==> src/rtl/instruction_fetch_controller.sv <==
// rtl/instruction_fetch_controller.sv - PC sequencing and IF/ID register with stall, redirect, halt and fault handling
module instruction_fetch_controller #(
    parameter int                    MEMORY_DEPTH = 32,
    parameter int                    DATA_WIDTH   = 32,
    parameter logic [DATA_WIDTH-1:0] RESET_PC     = 32'h0040_0000
) (
    input  logic                  clk,
    input  logic                  reset,
    input  logic                  Stall,
    input  logic                  Redirect,
    input  logic [DATA_WIDTH-1:0] RedirectTarget,
    input  logic [DATA_WIDTH-1:0] ROMInstruction,
    output logic [DATA_WIDTH-1:0] ROMAddress,
    output logic [DATA_WIDTH-1:0] PC,
    output logic [DATA_WIDTH-1:0] IFID_Instruction,
    output logic [DATA_WIDTH-1:0] IFID_PCPlus4,
    output logic                  IFID_Valid,
    output logic                  Halted,
    output logic                  Fault,
    output logic [15:0]           FetchCount
);

    typedef enum logic [1:0] {
        RUN   = 2'd0,
        HALT  = 2'd1,
        FAULT = 2'd2
    } state_t;

    localparam logic [DATA_WIDTH-1:0] MEM_BYTES = DATA_WIDTH'(4 * MEMORY_DEPTH);

    state_t                  state_q, state_d;
    logic [DATA_WIDTH-1:0]   pc_q, pc_d;
    logic [DATA_WIDTH-1:0]   instr_q, instr_d;
    logic [DATA_WIDTH-1:0]   pcp4_q, pcp4_d;
    logic                    valid_q, valid_d;
    logic [15:0]             count_q, count_d;

    logic [DATA_WIDTH-1:0]   pc_plus4;
    logic [DATA_WIDTH-1:0]   target_offset;
    logic                    pc_out_of_range;
    logic                    target_misaligned;
    logic                    target_in_range;

    // Offsets are taken modulo 2^DATA_WIDTH, so addresses below RESET_PC wrap
    // to huge offsets and fail the same unsigned range compare.
    assign ROMAddress        = pc_q - RESET_PC;
    assign pc_plus4          = pc_q + DATA_WIDTH'(4);
    assign target_offset     = RedirectTarget - RESET_PC;
    assign pc_out_of_range   = (ROMAddress >= MEM_BYTES);
    assign target_misaligned = (RedirectTarget[1:0] != 2'b00);
    assign target_in_range   = (target_offset < MEM_BYTES);

    always_comb begin
        state_d = state_q;
        pc_d    = pc_q;
        instr_d = instr_q;
        pcp4_d  = pcp4_q;
        valid_d = valid_q;
        count_d = count_q;
        case (state_q)
            RUN: begin
                if (Redirect) begin
                    valid_d = 1'b0;
                    if (target_misaligned) begin
                        state_d = FAULT;
                    end else begin
                        pc_d = RedirectTarget;
                    end
                end else if (pc_out_of_range) begin
                    state_d = HALT;
                    valid_d = 1'b0;
                end else if (!Stall) begin
                    pc_d    = pc_plus4;
                    instr_d = ROMInstruction;
                    pcp4_d  = pc_plus4;
                    valid_d = 1'b1;
                    if (count_q != 16'hFFFF) begin
                        count_d = count_q + 16'd1;
                    end
                end
            end
            HALT: begin
                valid_d = 1'b0;
                if (Redirect) begin
                    if (target_misaligned) begin
                        state_d = FAULT;
                    end else if (target_in_range) begin
                        state_d = RUN;
                        pc_d    = RedirectTarget;
                    end
                end
            end
            FAULT: begin
                valid_d = 1'b0;
            end
            default: begin
                state_d = RUN;
                valid_d = 1'b0;
            end
        endcase
    end

    always_ff @(posedge clk) begin
        if (reset) begin
            state_q <= RUN;
            pc_q    <= RESET_PC;
            instr_q <= '0;
            pcp4_q  <= '0;
            valid_q <= 1'b0;
            count_q <= 16'd0;
        end else begin
            state_q <= state_d;
            pc_q    <= pc_d;
            instr_q <= instr_d;
            pcp4_q  <= pcp4_d;
            valid_q <= valid_d;
            count_q <= count_d;
        end
    end

    assign PC               = pc_q;
    assign IFID_Instruction = instr_q;
    assign IFID_PCPlus4     = pcp4_q;
    assign IFID_Valid       = valid_q;
    assign FetchCount       = count_q;
    assign Halted           = (state_q == HALT);
    assign Fault            = (state_q == FAULT);

endmodule

==> config.mk <==
export PLATFORM = sky130hd
export DESIGN_NAME = instruction_fetch_controller
export DESIGN_NICKNAME = d
export VERILOG_FILES = /design/src/rtl/instruction_fetch_controller.sv
export SDC_FILE = /design/constraint.sdc
export NUM_CORES = 1
export LEC_CHECK = 0
export ABC_AREA = 1
export BUFFER_PORTS_ARGS = -buffer_cell sky130_fd_sc_hd__buf_2
export CAP_MARGIN = 10
export CORE_MARGIN = 3
export CORE_UTILIZATION = 30
export DETAILED_ROUTE_END_ITERATION = 6
export GPL_TIMING_DRIVEN = 0
export PLACE_DENSITY_LB_ADDON = 0.3
export SYNTH_ARGS = -nofsm -noshare
export SYNTH_HDL_FRONTEND = slang
export SYNTH_SLANG_ARGS = --single-unit
==> constraint.sdc <==
create_clock -name clk -period 3.14 [get_ports clk]
set_input_delay 0 -clock clk [delete_from_list [all_inputs] [get_ports clk]]
set_output_delay 0 -clock clk [all_outputs]
set_load 0.005 [all_outputs]
==> Yosys cells after proc, flatten, opt, wreduce, memory -nomap -nowiden <==
Index checks and enable logic that the tools add are counted.
{ "totals": {"register_bits": 115, "latch_bits": 0, "ram_bits": 0, "mem_bits_ro": 0, "inputBits": 68, "out_inout_bits": 147, "wordCells": 52, "memories": 0} }
{ "op_classes": {"addsub": 4, "multipliers": 0, "div_mod_pow": 0, "order_cmp": 2, "eq_ne": 12, "shifts": 0, "muxes": 15, "bitwise_logic": 5, "n_reduce_logical": 8} }
{ "ops": {"columns": ["operator", "n"], "rows": [
  ["$mux W32", 7],
  ["$pmux W32 S2", 1],
  ["$sub A32 B23 Y32 const B", 2],
  ["$add A32 B3 Y32 const B", 1],
  ["$ge A32 B8 Y1 const B", 1],
  ["$lt A32 B8 Y1 const B", 1],
  ["$add A16 B1 Y16 const B", 1],
  ["$ne A16 B16 Y1 const B", 1],
  ["$ne A3 B3 Y1 const B", 5],
  ["$mux W2", 6],
  ["$reduce_and A5 Y1", 2],
  ["$reduce_and A7 Y1", 1],
  ["$pmux W2 S3", 1],
  ["$not A1 Y1", 5],
  ["$ne A2 B2 Y1 const B", 2],
  ["$reduce_and A4 Y1", 1],
  ["$reduce_bool A2 Y1", 2],
  ["$reduce_or A4 Y1", 1],
  ["$ne A3 B1 Y1 const B", 1],
  ["$eq A2 B1 Y1 const B", 1],
  ["$eq A2 B2 Y1 const B", 1],
  ["$logic_not A2 Y1", 1],
  ["$ne A2 B1 Y1 const B", 1]
]} }

==> Depth between registers and ports, before layout <==
Gate-level depths: netlist of the first run.
{ "depth": {"ltp_word": 6, "ltp_mapped": 16, "ltp_nobuf": 16} }

==> Least setup slack after synthesis of the first run <==
Ideal clock, no wire load.
{ "synth_timing": {"path_type": "register -> register", "start": "register pc_q[23] (netlist: PC[23])", "end": "register count_q[15] (netlist: FetchCount[15])", "setup_ps": 110, "arrival_ps": 1933, "required_ps": 3030, "path_slack_ps": 1097, "path_stages_with_launch": 16, "n_path_buf": 1, "synth_period_minus_slack_ps": 2043, "path_cell_list": "dfxtp_1 > inv_1 > ha_1 > nand2_2 > nand2_2 > nor2_1 > nand2_1 > nor2_1 > nand2_1 > nor2_1 > nand4_2 > nor2_4 > buf_6 > nand4_1 > nand2_1 > nor2_1"} }
{ "synth_between": {"elab_chain_len": 4} }
{ "synth_rtl": {"columns": ["element", "line", "text"], "rows": [
  ["from (decl)", "32", "logic [DATA_WIDTH-1:0] pc_q, pc_d;"],
  ["from (signal assigned)", "113", "pc_q <= pc_d;"],
  ["$sub A32 B23 Y32", "46", "assign ROMAddress = pc_q - RESET_PC;"],
  ["net ROMAddress[24]", "13", "output logic [DATA_WIDTH-1:0] ROMAddress,"],
  ["$ge A32 B8 Y1", "49", "assign pc_out_of_range = (ROMAddress >= MEM_BYTES);"],
  ["$not A1 Y1 (no source line)", null, null],
  ["$reduce_and A5 Y1 (no source line)", null, null],
  ["to (signal assigned)", "117", "count_q <= count_d;"],
  ["to (decl)", "36", "logic [15:0] count_q, count_d;"]
]} }
The timed path passes the listed nets, and every way through them passes these cells.
A chain may end at the register's enable or synchronous reset.

==> Worst setup path in the final report of the first run <==
{ "layout_timing": {"start": "register pc_q[22] (netlist: PC[22])", "end": "register instr_q[19] (netlist: IFID_Instruction[19])"} }
{ "layout_between": {"elab_chain_len": 4} }
{ "layout_rtl": {"columns": ["element", "line", "text"], "rows": [
  ["$sub A32 B23 Y32", "46", null],
  ["$ge A32 B8 Y1", "49", null],
  ["$not A1 Y1 (no source line)", null, null],
  ["$reduce_and A4 Y1 (no source line)", null, null],
  ["to (signal assigned)", "114", "instr_q <= instr_d;"],
  ["to (decl)", "33", "logic [DATA_WIDTH-1:0] instr_q, instr_d;"]
]} }
Every way passes these cells.

==> results of run 1 <==
## logic make-up after synthesis
| group | after synthesis | synth area share [%] |
|---|---|---|
| flops | 115 | 39.3 |
| buf+inv | 157 | 13.2 |
| simple gates | 461 | 33.9 |
| compound gates | 114 | 9.85 |
| fa+ha+maj | 6 | 1.28 |
| xor+xnor | 17 | 2.54 |
## flip-flops by register name, summed over array words and instances, names as in the netlist
| name | cells |
|---|---|
| IFID_Instruction | 32 |
| IFID_PCPlus4 | 32 |
| PC | 32 |
| FetchCount | 16 |
| state_q | 2 |
| IFID_Valid | 1 |
## metal layers
layer	GRT usage [%]	vias up
met2	32.2	246
met4	5.98	0
met5	0	-
met1	24.1	2932
met3	6.29	26
li1	-	3326
## power breakdown
part / switching (mW) / leakage [nW] / internal [mW] / total [mW]
registers: 0.237 / 0.931 / 1.63 / 1.87
logic: 1.41 / 3.12 / 0.919 / 2.33
clock network: 0.761 / 0.301 / 1.34 / 2.10
total: 2.41 / 4.35 / 3.89 / 6.30
## worst register-to-register path: stages (launching register included)
cell	delay, ns
dfxtp_1	0.37
inv_2	0.18
ha_1	0.26
nand2_1	0.12
o21ai_1	0.18
nand2_1	0.10
nor3_2	0.27
and2_1	0.20
nand3_1	0.15
buf_2	0.26
buf_6	0.18
nor2_1	0.14
nor2_1	0.06
## final timing paths
| kind | slack (ns) | start | depth (start not counted) | end |
|---|---|---|---|---|
| worst max register to register | 0.57 | PC[22] | 12 | IFID_Instruction[19] |
| worst min-delay path | 0.02 | RedirectTarget[12] | 5 | PC[12] |
| worst max-delay path | 0.57 | PC[22] | 12 | IFID_Instruction[19] |
| worst min register to register | 0.45 | IFID_PCPlus4[13] | 2 | IFID_PCPlus4[13] |
## final cells by class
cell class,instances,area share [%]
Sequential cell,115,27.2
Timing Repair Buffer,273,19.6
Buffer,64,4.98
Inverter,93,4.12
Tap cell,260,3.84
Clock inverter,14,2.38
Clock buffer,18,5.06
Multi-Input combinational cell,598,32.9
## cell usage in the layout (no fill, tap or decap), drive strengths merged
cell and n:
nand4 18, ha 6, nor3 16, dfxtp 115, o21ai 69, and2 1, nand3 73, dlygate4sd3 59
a21oi 43, a31oi 2, buf 261, clkinv 6, inv 95, nor2 180, clkinvlp 2, clkbuf 35
nand2 170, bufinv 4, nor4 3, xor2 17
==> impl_metrics.toml, run 1 <==
[run_status]
outcome = "completed"

[flow_run]
cap_violations = 0

[power_and_ir_drop]
design_power_total_mw = 6.30
power_density_nw_per_um2 = 743
ir_drop_mv = 0.416
leakagePower_nw = 4.35

[clocking]
clock_sinks = 115
cts_root_buf = "clkbuf_16"
worstSkewPairLatency_ns = 0.41
hold_buffers = 59
htreeDepth = 4
post_cts_buffers = 0
cts_resized = 0
cts_made_buffers = 17
clk_pin_slew_ns = 0.06
tritoncts = "yes"
clockBufferDepth = 2

[synthesis]
netlist_area_um2 = 5860
synth_area_leaders = "dfxtp_1 (39%), nor2_1 (11%), nand2_1 (10%), nand3_1 (6.2%), inv_1 (5.6%)"
synth_seq_cells = 115
synth_cells = 870
synth_commonest_cells = "nor2_1 (172), nand2_1 (162), dfxtp_1 (115)"
synth_edf_count = 0
ys.flop_type = "dfxtp_1"
yosysSeqAreaShare_pct = 39.3
yosys.area.top_type = "dfxtp_1"
yosysTopAreaCellShare_pct = 39.3
ys_async_sr_fraction_pct = 0
syn_nets = 944
syn_avg_cell_area_um2 = 6.73
synth_cell_types = 29
ys_warn_count = 0
synth.most_common_cell = "nor2_1"

[placement]
placed_area_um2 = 7250
gp_congestion = 0.918
place_hpwl_mm = 14.9
pre_cts_ws_ns = 0.563
dp_cells = 1344
portBuffers = 214

[critical_path]
start_kind = "register"
worstPathArrival_ns = 2.87
critical-path-max-stage-delay_ns = 0.37
path_delay_family = "simple AND/OR/NAND/NOR gates"
cp.required_ns = 3.45
crit_slowest_cell = "dfxtp_1"
cp_cell_sequence = "inv_2, ha_1, nand2_1, o21ai_1, nand2_1, nor3_2, and2_1, nand3_1, buf_2, buf_6, nor2_1, nor2_1"
crit_buf_inv = 3
worstSetupEndpointType = "register"
cp_max_fo = 10
worst-setup-path-type = "register to register"

[drt]
vias = 6530
ant_nets = 0
drt-total-wl_mm = 20.6
drt-initial-drc-count = 398
dr_wl_met3_mm = 1.71
drtPass1Iterations = 5
met2WireLength_mm = 9.42
via_per_inst = 4.55
wl_met1_mm = 9.12
top_layer = "met4"
drc_errors = 0
wl_per_cell_um = 14.3

[timing]
period_minus_slack_ns = 2.57
hold_violations = 0
max_slew_margin_pct = 52.2
rsz0062_at_grt = "no"
finalCritPeriodShare_pct = 81.7
setup_viol = 0
tns_ns = 0
fin_worst_skew_ns = 0.00995
drv_slew = 0
hold_slack_ns = 0.0203
worstMarginPinSlew_ns = 0.716
fmax_ghz = 0.390
final.setup.worst_slack_ns = 0.574

[floorplanning]
fp.dieW_um = 146
rows = 50
die_h_um = 146
start_util_pct = 30.9
io_pins = 215
dieArea_um2 = 21200
coreArea_um2 = 19000

[min_path]
min_path_type = "input port to register"

[final_layout]
regArea_um2 = 2300
multiInputGateArea_um2 = 2780
fillers = 1936
syn2layout_area_growth_pct = 44.7
drive_gt1_share_pct = 26.6
final_cell_count_no_fill = 1435
diodes = 0
stdcell_area_um2 = 8470
nets = 1236
fin_util_pct = 44.7

[global_routing]
grt.total_usage_pct = 19.4
grt_pass1_vias = 6466
antenna_found_initial = 0
grt_start_max_net_pins = 17
grt_pass1_wl_mm = 33.3
grt_overflow = 0
(Power assumes the default switching activity.)
==> inputs of run 2 (changes only) <==
--- a/config.mk
+++ b/config.mk
@@ -5,7 +5,7 @@
 export SDC_FILE = /design/constraint.sdc
 export NUM_CORES = 1
 export LEC_CHECK = 0
-export ABC_AREA = 1
+export ABC_AREA = 0
 export BUFFER_PORTS_ARGS = -buffer_cell sky130_fd_sc_hd__buf_2
 export CAP_MARGIN = 10
 export CORE_MARGIN = 3
==> constraint.sdc (replaced) <==
create_clock -name clk -period 2.35 [get_ports clk]
set_input_delay 0 -clock clk [delete_from_list [all_inputs] [get_ports clk]]
set_output_delay 0 -clock clk [all_outputs]
set_load 0.005 [all_outputs]
==> run 2 against run 1 <==
The run now ends with setup timing left. Global-route usage is 0.38 points higher. Non-clock buffer count is 42 higher. Critical path depth is 1 higher. Via count is 7.5% lower. Clock skew hardly changed. Die area is 9.4% lower. Sequential power is 17% higher.
==> impl_metrics.toml, run 2 <==
[timing]
tns_ns = -88.64
rsz0062_at_grt = "yes"
period_minus_slack_ns = 3.23
hold_violations = 0
fmax_ghz = 0.310
worstMarginPinSlew_ns = 0.851
final.setup.worst_slack_ns = -0.878
max_slew_margin_pct = 43.3
finalCritPeriodShare_pct = 137
fin_worst_skew_ns = 0.00953
setup_viol = 112
drv_slew = 0

[critical_path]
r2r-start = "PC[22]"
worstSetupEndpointType = "register"
r2r-end = "PC[22]"
worst-setup-path-type = "register to register"
start_kind = "register"
cp.required_ns = 2.63
cp_max_fo = 5
r2r_slack_ns = -0.88
ff2ff_path_depth = 13
worstPathArrival_ns = 3.51

[synthesis]
yosysSeqAreaShare_pct = 43.6
synth.most_common_cell = "nand2_1"
syn_avg_cell_area_um2 = 7.98
synth_edf_count = 0
synth_seq_cells = 115
synth_cell_types = 51
yosys.area.top_type = "dfxtp_1"
synth_commonest_cells = "nand2_1 (124), dfxtp_1 (115), a21oi_1 (66)"
ys_warn_count = 0
ys_async_sr_fraction_pct = 0
yosysTopAreaCellShare_pct = 43.6
netlist_area_um2 = 5280
syn_nets = 736
ys.flop_type = "dfxtp_1"
synth_area_leaders = "dfxtp_1 (44%), nand2_1 (8.8%), a21oi_1 (6.3%), buf_4 (4.0%), nor2_1 (3.9%)"
synth_cells = 662

[power_and_ir_drop]
power_density_nw_per_um2 = 667
ir_drop_mv = 0.476
leakagePower_nw = 4.17

[min_path]
worst_hold_path.num_cells = 3
hold_path.startpoint = "RedirectTarget[16]"
hold-path-endpoint = "PC[16]"
min_path_type = "input port to register"

[final_layout]
syn2layout_area_growth_pct = 79.1
drive_gt1_share_pct = 49.9
final_common_cell = "buf_2"
stdcell_area_um2 = 9460
layout_common_cells = "buf_2 (213), dfxtp_1 (113), dlygate4sd3_1 (63), nand2_1 (59), nand2_4 (45)"
nets = 1067

[floorplanning]
fp.dieW_um = 139
start_util_pct = 31.2
rows = 47
coreArea_um2 = 16900
io_pins = 215
die_h_um = 139
dieArea_um2 = 19200

[placement]
placed_area_um2 = 6870
place_hpwl_mm = 13.3
pre_cts_ws_ns = -1.18
portBuffers = 213
gp_congestion = 0.817

[clocking]
cts_root_buf = "clkbuf_16"
cts_made_buffers = 17
htreeDepth = 4
clk_pin_slew_ns = 0.06
worstSkewPairLatency_ns = 0.41
clockBufferDepth = 2
clock_sinks = 115
tritoncts = "yes"

[drt]
drt-total-wl_mm = 20.9
drtPass1Iterations = 4
via_per_inst = 4.92
wl_per_cell_um = 17.0
vias = 6038
ant_nets = 0
drc_errors = 0
drt-initial-drc-count = 239

[flow_run]
cap_violations = 0

[global_routing]
grt_overflow = 0
grt.total_usage_pct = 19.8
antenna_found_initial = 2
grt_pass1_wl_mm = 31.0
grt_start_max_net_pins = 17
grt_pass1_vias = 5763

[run_status]
violations = "setup timing"
outcome = "finished, violations left"
==> run 2: cell types whose count changed in the layout (fill, tap and decap cells not counted), sizes merged, moves of 13 or more <==
cell and delta:
a211oi +13, and2 +23, buf +21, o21ai -50, nor2 -124, nand2 -46
a21oi +24, xnor2 +22, clkbuf +17, inv -76, nor4 +14, nand3 -49
==> run 2: area by class of cell <==
| type | count | area, um2 |
|---|---|---|
| tap | 220 | 275 |
| buffer | 65 | 534 |
| multi-input combinational | 466 | 3460 |
| antenna | 1 | 2.50 |
| fill | 1501 | 7470 |
| sequential | 115 | 2310 |
| clock buffer | 18 | 439 |
| inverter | 14 | 65.1 |
| timing repair buffer | 314 | 2200 |
| clock inverter | 14 | 176 |
==> run 2: repair_timing <==
action,CTS,global route
gates cloned,6,8
setup buffers,18,8
pin swaps,23,103
endpoints found under the hold margin,60,0
hold buffers,63,0
endpoints found under the setup margin,112,113
gates resized for setup,45,204
==> run 2: metal layers <==
metal  share of wire, %  vias to the layer above  wire, um  track usage [%]
li1                   -                     2920         -                -
met1                 43                     2895      9090             25.6
met2                 50                      199     10400             32.6
met3                5.3                       22      1120             4.59
met4                1.4                        2       285             6.80
met5              0.062                        -        13                0
==> run 2: worst max-delay path by stage <==
stage                      start              end  slack (ns)  cells after the start
after floorplan           PC[22]           PC[22]       -0.89                     13
after global placement    PC[22]           PC[22]       -1.17                     13
after detailed placement  PC[22]           PC[22]       -1.18                     13
after CTS                 PC[23]           PC[22]       -1.02                     13
after global routing      PC[22]  IFID_PCPlus4[5]       -0.99                     13
final                     PC[22]           PC[22]       -0.88                     13
==> run 2: critical path, stage by stage, from the launching register on <==
cell and delay, ns:
dfxtp_4 0.35, buf_8 0.12, inv_8 0.05, ha_4 0.11, or4b_4 0.45, or4b_4 0.49, a31o_1 0.22, or4_4 0.46
buf_12 0.16, a21oi_4 0.21, buf_6 0.14, nand2b_4 0.06, buf_6 0.14, a2bb2oi_2 0.12
==> run 2: per-stage QoR <==
step                power (mW)  hold slack [ns]  instances  utilization (%)
finish                    6.31           0.0285       1227             55.9
CTS                       6.19          0.00536       1213             50.4
global route              6.58           0.0272       1227             55.9
floorplan                 2.81            0.114        662                -
global placement          3.22            0.232       1095             40.6
detailed placement        3.22            0.233       1095             40.6
==> run 2: cells by family (layout without fill, tap and decap cells) <==
logic type,after synthesis,in the layout,share of synthesized area (%)
simple gates,309,310,27.8
compound gates,120,120,13.7
xor+xnor,29,29,4.81
flops,115,115,43.6
mux,1,1,0.189
fa+ha+maj,6,6,1.42
buf+inv,82,425,8.48
other cells,0,1,0
==> run 2: power breakdown <==
part           leakage, nW  total (mW)  internal [mW]  switching (mW)
Sequential           0.931        2.18           2.04           0.139
Combinational         2.94        1.44          0.708           0.732
Clock                0.298        2.69           1.71           0.982
